### src/rtl/cmp_share_arbiter_if.sv
// Requester and response handshake bundle for the shared less-than comparator.
// The arbiter takes the slave side; requesters and the result consumer take the master side.
interface cmp_share_arbiter_if #(
  parameter int NREQ = 4,
  parameter int W    = 32
);
  localparam int IDW = (NREQ > 1) ? $clog2(NREQ) : 1;

  logic [NREQ-1:0]   req_valid;
  logic [NREQ*W-1:0] req_a;
  logic [NREQ*W-1:0] req_b;
  logic [NREQ-1:0]   req_ready;
  logic              rsp_valid;
  logic              rsp_lt;
  logic [IDW-1:0]    rsp_id;
  logic              rsp_ready;

  modport slave (
    input  req_valid, req_a, req_b, rsp_ready,
    output req_ready, rsp_valid, rsp_lt, rsp_id
  );

  modport master (
    output req_valid, req_a, req_b, rsp_ready,
    input  req_ready, rsp_valid, rsp_lt, rsp_id
  );
endinterface

### src/rtl/cmp_share_arbiter.sv
// Round-robin shared a<b comparator: operand stage then result stage, one result per cycle.
// Result valid one edge after accept; rsp_ready stall holds both stages and drops req_ready once S1 is full.
module cmp_share_arbiter #(
  parameter int NREQ   = 4,
  parameter int W      = 32,
  parameter int SIGNED = 1,
  parameter int CNTW   = 16
) (
  input  logic              clk,
  input  logic              rst,
  cmp_share_arbiter_if.slave bus,
  output logic [CNTW-1:0]   cmp_count,
  output logic              busy
);
  localparam int IDW = (NREQ > 1) ? $clog2(NREQ) : 1;

  logic           s1_valid;
  logic [W-1:0]   s1_a;
  logic [W-1:0]   s1_b;
  logic [IDW-1:0] s1_id;
  logic           s2_valid;
  logic           s2_lt;
  logic [IDW-1:0] s2_id;
  logic [IDW-1:0] rr_ptr;

  logic           s2_load;
  logic           s1_free;
  logic           accept;
  logic           found;
  logic           cmp_lt;
  logic [IDW-1:0] grant;
  logic [IDW-1:0] rr_next;
  logic [IDW:0]   cand;

  // First valid requester at or after rr_ptr, wrapping past NREQ-1.
  always_comb begin
    grant = '0;
    found = 1'b0;
    cand  = '0;
    for (int k = 0; k < NREQ; k++) begin
      cand = {1'b0, rr_ptr} + (IDW+1)'(k);
      if (cand >= (IDW+1)'(NREQ)) begin
        cand = cand - (IDW+1)'(NREQ);
      end
      if (!found && bus.req_valid[cand[IDW-1:0]]) begin
        found = 1'b1;
        grant = cand[IDW-1:0];
      end
    end
  end

  assign s2_load = s1_valid & (~s2_valid | bus.rsp_ready);
  assign s1_free = ~s1_valid | s2_load;
  assign accept  = s1_free & (|bus.req_valid) & ~rst;
  assign rr_next = (grant == IDW'(NREQ - 1)) ? '0 : grant + 1'b1;

  always_comb begin
    bus.req_ready = '0;
    if (accept) begin
      bus.req_ready[grant] = 1'b1;
    end
  end

  // Signed form: a negative a against a non-negative b is always less; same signs compare magnitudes.
  always_comb begin
    if (SIGNED != 0) begin
      cmp_lt = (s1_a[W-1] & ~s1_b[W-1]) |
               (~(s1_a[W-1] ^ s1_b[W-1]) & (s1_a[W-2:0] < s1_b[W-2:0]));
    end else begin
      cmp_lt = s1_a < s1_b;
    end
  end

  always_ff @(posedge clk or posedge rst) begin
    if (rst) begin
      s1_valid  <= 1'b0;
      s1_a      <= '0;
      s1_b      <= '0;
      s1_id     <= '0;
      s2_valid  <= 1'b0;
      s2_lt     <= 1'b0;
      s2_id     <= '0;
      rr_ptr    <= '0;
      cmp_count <= '0;
    end else begin
      if (accept) begin
        s1_valid <= 1'b1;
        s1_a     <= bus.req_a[grant*W +: W];
        s1_b     <= bus.req_b[grant*W +: W];
        s1_id    <= grant;
        rr_ptr   <= rr_next;
      end else if (s2_load) begin
        s1_valid <= 1'b0;
      end

      if (s2_load) begin
        s2_valid <= 1'b1;
        s2_lt    <= cmp_lt;
        s2_id    <= s1_id;
      end else if (bus.rsp_ready) begin
        s2_valid <= 1'b0;
      end

      if (s2_valid && bus.rsp_ready) begin
        cmp_count <= cmp_count + 1'b1;
      end
    end
  end

  assign bus.rsp_valid = s2_valid;
  assign bus.rsp_lt    = s2_lt;
  assign bus.rsp_id    = s2_id;
  assign busy          = s1_valid | s2_valid;
endmodule

### src/flat_wrapper.sv
// flat-port wrapper written by rule: the top's interface ports become plain ports
module cmp_share_arbiter_flat 
#(
  parameter int NREQ   = 4,
  parameter int W      = 32,
  parameter int SIGNED = 1,
  parameter int CNTW   = 16
)
  (clk, rst, cmp_count, busy, bus_req_valid, bus_req_a, bus_req_b, bus_rsp_ready, bus_req_ready, bus_rsp_valid, bus_rsp_lt, bus_rsp_id);
  cmp_share_arbiter_if #(.NREQ(NREQ), .W(W)) bus_i ();
  input  logic clk;
  input  logic rst;
  output logic [CNTW-1:0] cmp_count;
  output logic busy;
  input wire logic [$bits(bus_i.req_valid)-1:0] bus_req_valid;
  input wire logic [$bits(bus_i.req_a)-1:0] bus_req_a;
  input wire logic [$bits(bus_i.req_b)-1:0] bus_req_b;
  input wire logic [$bits(bus_i.rsp_ready)-1:0] bus_rsp_ready;
  output wire logic [$bits(bus_i.req_ready)-1:0] bus_req_ready;
  output wire logic [$bits(bus_i.rsp_valid)-1:0] bus_rsp_valid;
  output wire logic [$bits(bus_i.rsp_lt)-1:0] bus_rsp_lt;
  output wire logic [$bits(bus_i.rsp_id)-1:0] bus_rsp_id;
  assign bus_i.req_valid = bus_req_valid;
  assign bus_i.req_a = bus_req_a;
  assign bus_i.req_b = bus_req_b;
  assign bus_i.rsp_ready = bus_rsp_ready;
  assign bus_req_ready = bus_i.req_ready;
  assign bus_rsp_valid = bus_i.rsp_valid;
  assign bus_rsp_lt = bus_i.rsp_lt;
  assign bus_rsp_id = bus_i.rsp_id;
  cmp_share_arbiter #(.NREQ(NREQ), .W(W), .SIGNED(SIGNED), .CNTW(CNTW)) u_core (.clk(clk), .rst(rst), .bus(bus_i), .cmp_count(cmp_count), .busy(busy));
endmodule
### config.mk
export PLATFORM = sky130hd
export DESIGN_NAME = cmp_share_arbiter_flat
export DESIGN_NICKNAME = d
export VERILOG_FILES = /design/src/rtl/cmp_share_arbiter_if.sv /design/src/rtl/cmp_share_arbiter.sv /design/src/flat_wrapper.sv
export SDC_FILE = /design/constraint.sdc
export NUM_CORES = 1
export LEC_CHECK = 0
export ABC_CLOCK_PERIOD_IN_PS = 3000
export BUFFER_PORTS_ARGS = -buffer_cell sky130_fd_sc_hd__buf_2
export CORE_UTILIZATION = 47
export CTS_CLUSTER_SIZE = 25
export DETAILED_ROUTE_END_ITERATION = 6
export PLACE_DENSITY = 0.81
export RECOVER_POWER = 100
export SYNTH_ARGS = -nofsm -noshare
export SYNTH_HDL_FRONTEND = slang
export SYNTH_SLANG_ARGS = --single-unit
### constraint.sdc
create_clock -name clk -period 3 [get_ports clk]
set_input_delay 0.3 -clock clk [delete_from_list [all_inputs] [get_ports clk]]
set_output_delay 0.3 -clock clk [all_outputs]
set_load 0.1 [all_outputs]
==> results of run 1 <==
cell type report:
type / count / area, sq um
Multi-Input combinational cell: 460 / 3430
Tap cell: 168 / 210
Timing Repair Buffer: 300 / 1510
Clock inverter: 3 / 46.3
Clock buffer: 13 / 280
Inverter: 38 / 148
Fill cell: 1084 / 4310
Sequential cell: 89 / 2230
cell usage in the layout (no fill, tap or decap), types with 2 or more instances in the layout:
master	count
inv_4	2
clkbuf_16	9
nor3_1	4
o21ai_0	3
buf_4	8
clkbuf_2	6
dfrtp_1	89
xnor2_1	13
mux2i_1	70
nor3b_1	36
o221ai_1	28
a21oi_1	12
clkbuf_1	24
clkbuf_8	4
nor2_1	31
or2_2	3
ha_1	36
nor2b_1	3
xor2_1	2
a221oi_1	13
a311oi_1	23
a21o_1	2
and2_1	5
o21a_1	3
a211oi_1	38
nand2b_1	3
and3_1	4
nand2_1	90
buf_2	261
inv_1	36
a221oi_4	2
nand4_1	8
nand3_1	11
mux2_2	3
through the flow:
step | util | setup WS [ns] | power [uW]
6_report | 0.645 | 0.355 | 6870
5_1_grt | 0.645 | 0.249 | 7360
4_1_cts | 0.655 | 0.591 | 6970
3_5_place_dp | 0.628 | 0.683 | 5740
3_3_place_gp | 0.628 | 0.775 | 5640
2_1_floorplan | - | 0.211 | 4720
worst max-delay path by stage:
stage | end | slack [ns] | cells past startpoint
floorplan | bus_req_ready[0] | 0.21 | 4
global placement | u_core.s1_a[6] | 0.78 | 7
detailed placement | u_core.s1_a[10] | 0.68 | 8
CTS | bus_req_ready[0] | 0.59 | 7
global route | bus_req_ready[2] | 0.25 | 7
finish | bus_req_ready[2] | 0.35 | 7
power by group:
part | total, uW | internal, uW | switching (uW)
Clock | 1210 | 738 | 468
Sequential | 2070 | 1700 | 377
Combinational | 3590 | 1360 | 2230
kinds of logic after synthesis:
logic type | synth area share
compound gates | 0.181
mux | 0.123
xor+xnor | 0.0221
buf+inv | 0.0561
fa+ha+maj | 0.0756
simple gates | 0.167
flops | 0.374
critical path, delay by kind of cell, from the launching register on:
family	cells	cell delay, ns
simple gates	3	0.66
buf+inv	2	0.61
flops	1	0.37
compound gates	1	0.21
fa+ha+maj	1	0.15
state kept, by name (all words and copies together) (netlist names):
name / flops
u_core.cmp_count: 16
u_core.bus.rsp_valid: 1
u_core.s1_a: 32
u_core.rr_ptr: 2
u_core.bus.rsp_lt: 1
u_core.bus.rsp_id: 2
u_core.s1_valid: 1
u_core.s1_id: 2
u_core.s1_b: 32
metal layers:
metal / vias up / GRT usage
li1: 2866 / -
met1: 2873 / 0.349
met2: 255 / 0.509
met3: 32 / 0.0482
met4: 0 / 0.106
met5: - / 0
==> impl_metrics.json, run 1 <==
{
  "critPathMaxStageDelay_ns": 0.47,
  "core_sq_um": 12200,
  "setup_tns_ns": 0,
  "reg2reg_depth": 7,
  "crit_chain": "nor2b_1, o21ba_1, or3_1, inv_1, ha_1, and2_1, clkbuf_2",
  "fp.dieW_microns": 115,
  "clockBufferDepth": 2,
  "top_layer": "met4",
  "synthesis.instances": 629,
  "cts-htree-levels": 3,
  "yosysSeqAreaShare": 0.374,
  "die_h_microns": 115,
  "synthArstFlopShare": 1.00,
  "rr_endpoint": "u_core.s1_b[6]",
  "whs_ns": 0.187,
  "synthesis.area_sq_um": 5950,
  "grt_pass1_vias": 5891,
  "gr-usage-all-layers": 0.287,
  "crit_fanout": 4,
  "setup_viol": 0,
  "die_area_sq_um": 13100,
  "synth-edff-count": 0,
  "cp.arrival_ns": 2.35,
  "first_iter_violations": 266,
  "synth_most_common_cell": "nand2_1",
  "grt_start_max_net_pins": 66,
  "hpwlAfterDp_mm": 14.4,
  "ys_seq_elements": 89,
  "start_util": 0.490,
  "firstDrtPassIters": 4,
  "layout-area-overhead-vs-synth_pct": 31.8,
  "ys_top_cells_by_count": "nand2_1 (90), dfrtp_1 (89), mux2i_1 (70)",
  "rows": 40,
  "synthTopCellsByArea": "dfrtp_1 (37%), mux2i_1 (12%), ha_1 (7.6%)",
  "hold_buffers": 0,
  "peakVddDrop_uv": 382,
  "min_period_over_period": 0.882,
  "io_pins": 288,
  "portBuffers": 287,
  "clk_latency_ns": 0.34,
  "hp-class": "primary input to async pin",
  "yosysTopAreaCell": "dfrtp_1",
  "wl_met2_mm": 9.20,
  "syn_avg_cell_area_sq_um": 9.47,
  "worstReg2RegStart": "u_core.rr_ptr[0]",
  "worst_slew_pin_slew_ns": 1.28,
  "min_period_ns": 2.65,
  "grt_overflow": 0,
  "fin_worst_skew_ns": 0.00478,
  "drv_slew": 0,
  "drc": 0,
  "drt_wl_total_mm": 18.8,
  "power.leakage_uw": 0.00394,
  "ys_types": 45,
  "rrSetupSlack_ns": 0.41,
  "antenna_found_initial": 0,
  "nets": 1197,
  "start_kind": "flip-flop",
  "met1_length_mm": 7.87,
  "critPathCaptureType": "output port",
  "cts_tree": "built",
  "postCtsSetupBuffers": 0,
  "path_class": "flip-flop to output port",
  "dr_wl_met3_mm": 1.29,
  "rsz0062_at_grt": "no",
  "clkTransAtPathRegs_ns": 0.06,
  "cts_buffers": 9,
  "power_density_nw_per_um2": 875,
  "post-place-cells": 1055,
  "max_freq_mhz": 378,
  "stdcell_count": 1071,
  "outcome": "complete, no violations",
  "finalHoldViolations": 0,
  "cp_slowest_cell": "clkbuf_2",
  "wl_per_cell_microns": 17.5,
  "netlist.area_leader.share": 0.374,
  "relSlewSlack": 0.153,
  "clock-sinks": 89,
  "placed_cell_area_sq_um": 7640,
  "ctsResizeCount": 0,
  "ys.flop_type": "dfrtp_1",
  "final_area_sq_um": 7850,
  "drv_cap": 0,
  "drive_above_1_share": 0.338,
  "antenna_left": 0,
  "antenna_cells": 0,
  "vias_per_cell": 5.63,
  "globalplace.congestion": 0.832,
  "vias": 6026,
  "crit_required_ns": 2.70,
  "clock-root-buffer": "clkbuf_16",
  "synth_warnings": 0,
  "grt_pass1_wl_mm": 28.8,
  "synthesis.nets": 928,
  "startpoint": "u_core.rr_ptr[0]"
}
Note: power is estimated with default switching activity, not from simulation.
==> run 2: changes to the inputs <==
RECOVER_POWER = 50   (was 100)
==> run 2 against run 1 <==
Compared with the run above: worst hold slack improved by 0.0023 ns; clock power about the same; register-to-register slack improved by 0.35 ns; clock skew up 0.0012 ns; global-route usage unchanged; fmax is 11% higher; first-iteration DRC count rose by 3.4%; wire length decreased by 0.48%; combinational power grew 2%; non-clock buffer count unchanged; highest routed layer unchanged.
==> impl_metrics.json, run 2 (synthesized netlist as in run 1, its figures left out) <==
{
  "outcome": "complete, no violations",
  "rsz0062_at_grt": "no",
  "drv_cap": 0,
  "power.leakage_uw": 0.00403,
  "vias_per_cell": 5.63,
  "drive_above_1_share": 0.362,
  "critPathBufInv": 2,
  "layout_common_cells": "buf_2 (281), nand2_1 (89), dfrtp_1 (89), mux2i_1 (70), a211oi_1 (38)",
  "stdcell_count": 1071,
  "clock-sinks": 89,
  "fin_worst_skew_ns": 0.00600,
  "grt_overflow": 0,
  "clk_latency_ns": 0.34,
  "setup_viol": 0,
  "drt_wl_total_mm": 18.7,
  "firstDrtPassIters": 5,
  "die_h_microns": 115,
  "min_period_over_period": 0.798,
  "globalplace.congestion": 0.832,
  "hpwlAfterDp_mm": 14.4,
  "first_iter_violations": 275,
  "clkTransAtPathRegs_ns": 0.06,
  "setup_tns_ns": 0,
  "rr_endpoint": "u_core.s1_a[25]",
  "power_density_nw_per_um2": 872,
  "postCtsSetupBuffers": 0,
  "worstReg2RegStart": "u_core.rr_ptr[1]",
  "cpLargestDelayFamily": "simple AND/OR/NAND/NOR gates",
  "max_freq_mhz": 418,
  "antenna_cells": 0,
  "io_pins": 288,
  "rows": 40,
  "cts_buffers": 9,
  "finalHoldViolations": 0,
  "crit_chain": "nor2b_1, a2111oi_4, or2_2, inv_4, ha_1, and2_1, buf_12",
  "wl_met2_mm": 9.19,
  "grt_pass1_vias": 5891,
  "peakVddDrop_uv": 395,
  "top_layer": "met4",
  "layout-area-overhead-vs-synth_pct": 33.6,
  "ctsResizeCount": 0,
  "reg_top3": "u_core.s1_a (32), u_core.s1_b (32), u_core.cmp_count (16)",
  "drv_slew": 0,
  "cp.arrival_ns": 2.09,
  "layout_commonest_cell": "buf_2",
  "gr-usage-all-layers": 0.287,
  "core_sq_um": 12200,
  "clockBufferDepth": 2,
  "grt_pass1_wl_mm": 28.8,
  "p_total_uw": 6940,
  "nets": 1197,
  "relSlewSlack": 0.205,
  "antenna_left": 0,
  "crit_required_ns": 2.70,
  "worst_slew_pin_slew_ns": 1.20,
  "min_period_ns": 2.39,
  "fp.dieW_microns": 115,
  "critPathMaxStageDelay_ns": 0.40,
  "clock-root-buffer": "clkbuf_16",
  "grt_start_max_net_pins": 66,
  "path_class": "flip-flop to output port",
  "cts-htree-levels": 3,
  "die_area_sq_um": 13100,
  "start_util": 0.490,
  "dr_wl_met3_mm": 1.35,
  "portBuffers": 287,
  "wl_per_cell_microns": 17.4,
  "drc": 0,
  "met1_length_mm": 7.76,
  "critPathCaptureType": "output port",
  "cts_tree": "built",
  "crit_fanout": 5,
  "hold_buffers": 0,
  "hp-class": "primary input to async pin",
  "nFillCells": 1063,
  "rrSetupSlack_ns": 0.76,
  "antenna_found_initial": 0,
  "post-place-cells": 1055,
  "reg2reg_depth": 6,
  "vias": 6026,
  "start_kind": "flip-flop",
  "cp_slowest_cell": "dfrtp_1"
}
-- run 2: cell count changes in the layout (fill, tap and decap cells not counted), sizes merged --
| cell | delta |
|---|---|
| buf | +26 |
| clkbuf | -26 |
-- run 2: worst max path at each step --
stage,start,to,slack [ns],cells past startpoint
6_report,u_core.rr_ptr[0],bus_req_ready[0],0.61,7
3_3_place_gp,bus_req_valid[1],u_core.s1_a[6],0.78,7
2_1_floorplan,u_core.bus.rsp_valid,bus_req_ready[0],0.21,4
5_1_grt,u_core.rr_ptr[0],bus_req_ready[0],0.50,7
4_1_cts,u_core.rr_ptr[0],bus_req_ready[0],0.59,7
3_5_place_dp,bus_req_valid[1],u_core.s1_a[10],0.68,8
-- run 2: where the power goes --
| group | internal, uW | switching [uW] | total [uW] |
|---|---|---|---|
| Combinational | 1420 | 2240 | 3660 |
| Sequential | 1700 | 373 | 2070 |
| Clock | 738 | 469 | 1210 |
| Total | 3860 | 3080 | 6940 |
-- run 2: metal layers --
layer	GRT usage	up-vias
met1	0.349	2867
met3	0.0482	28
met4	0.106	0
met5	0	-
met2	0.509	262
li1	-	2869
-- run 2: area by class of cell --
class	count	area, sq um	share of cell area
clock buffers	13	280	0.0352
repair buffers	300	1610	0.202
well taps	168	210	0.0264
multi-input cells	460	3430	0.432
clock inverters	3	46.3	0.00582
inverters	38	148	0.0186
flip-flops and latches	89	2230	0.280
-- run 2: metrics by stage --
stage                     hold WS (ns)  cell area (sq um)  utilization  setup slack [ns]
after detailed placement         0.463               7640        0.628             0.683
final                            0.189               7960        0.654             0.606
after global placement           0.459               7640        0.628             0.775
after global routing             0.214               7960        0.654             0.495
after CTS                        0.181               7970        0.655             0.591
after floorplan                  0.447               5950            -             0.211
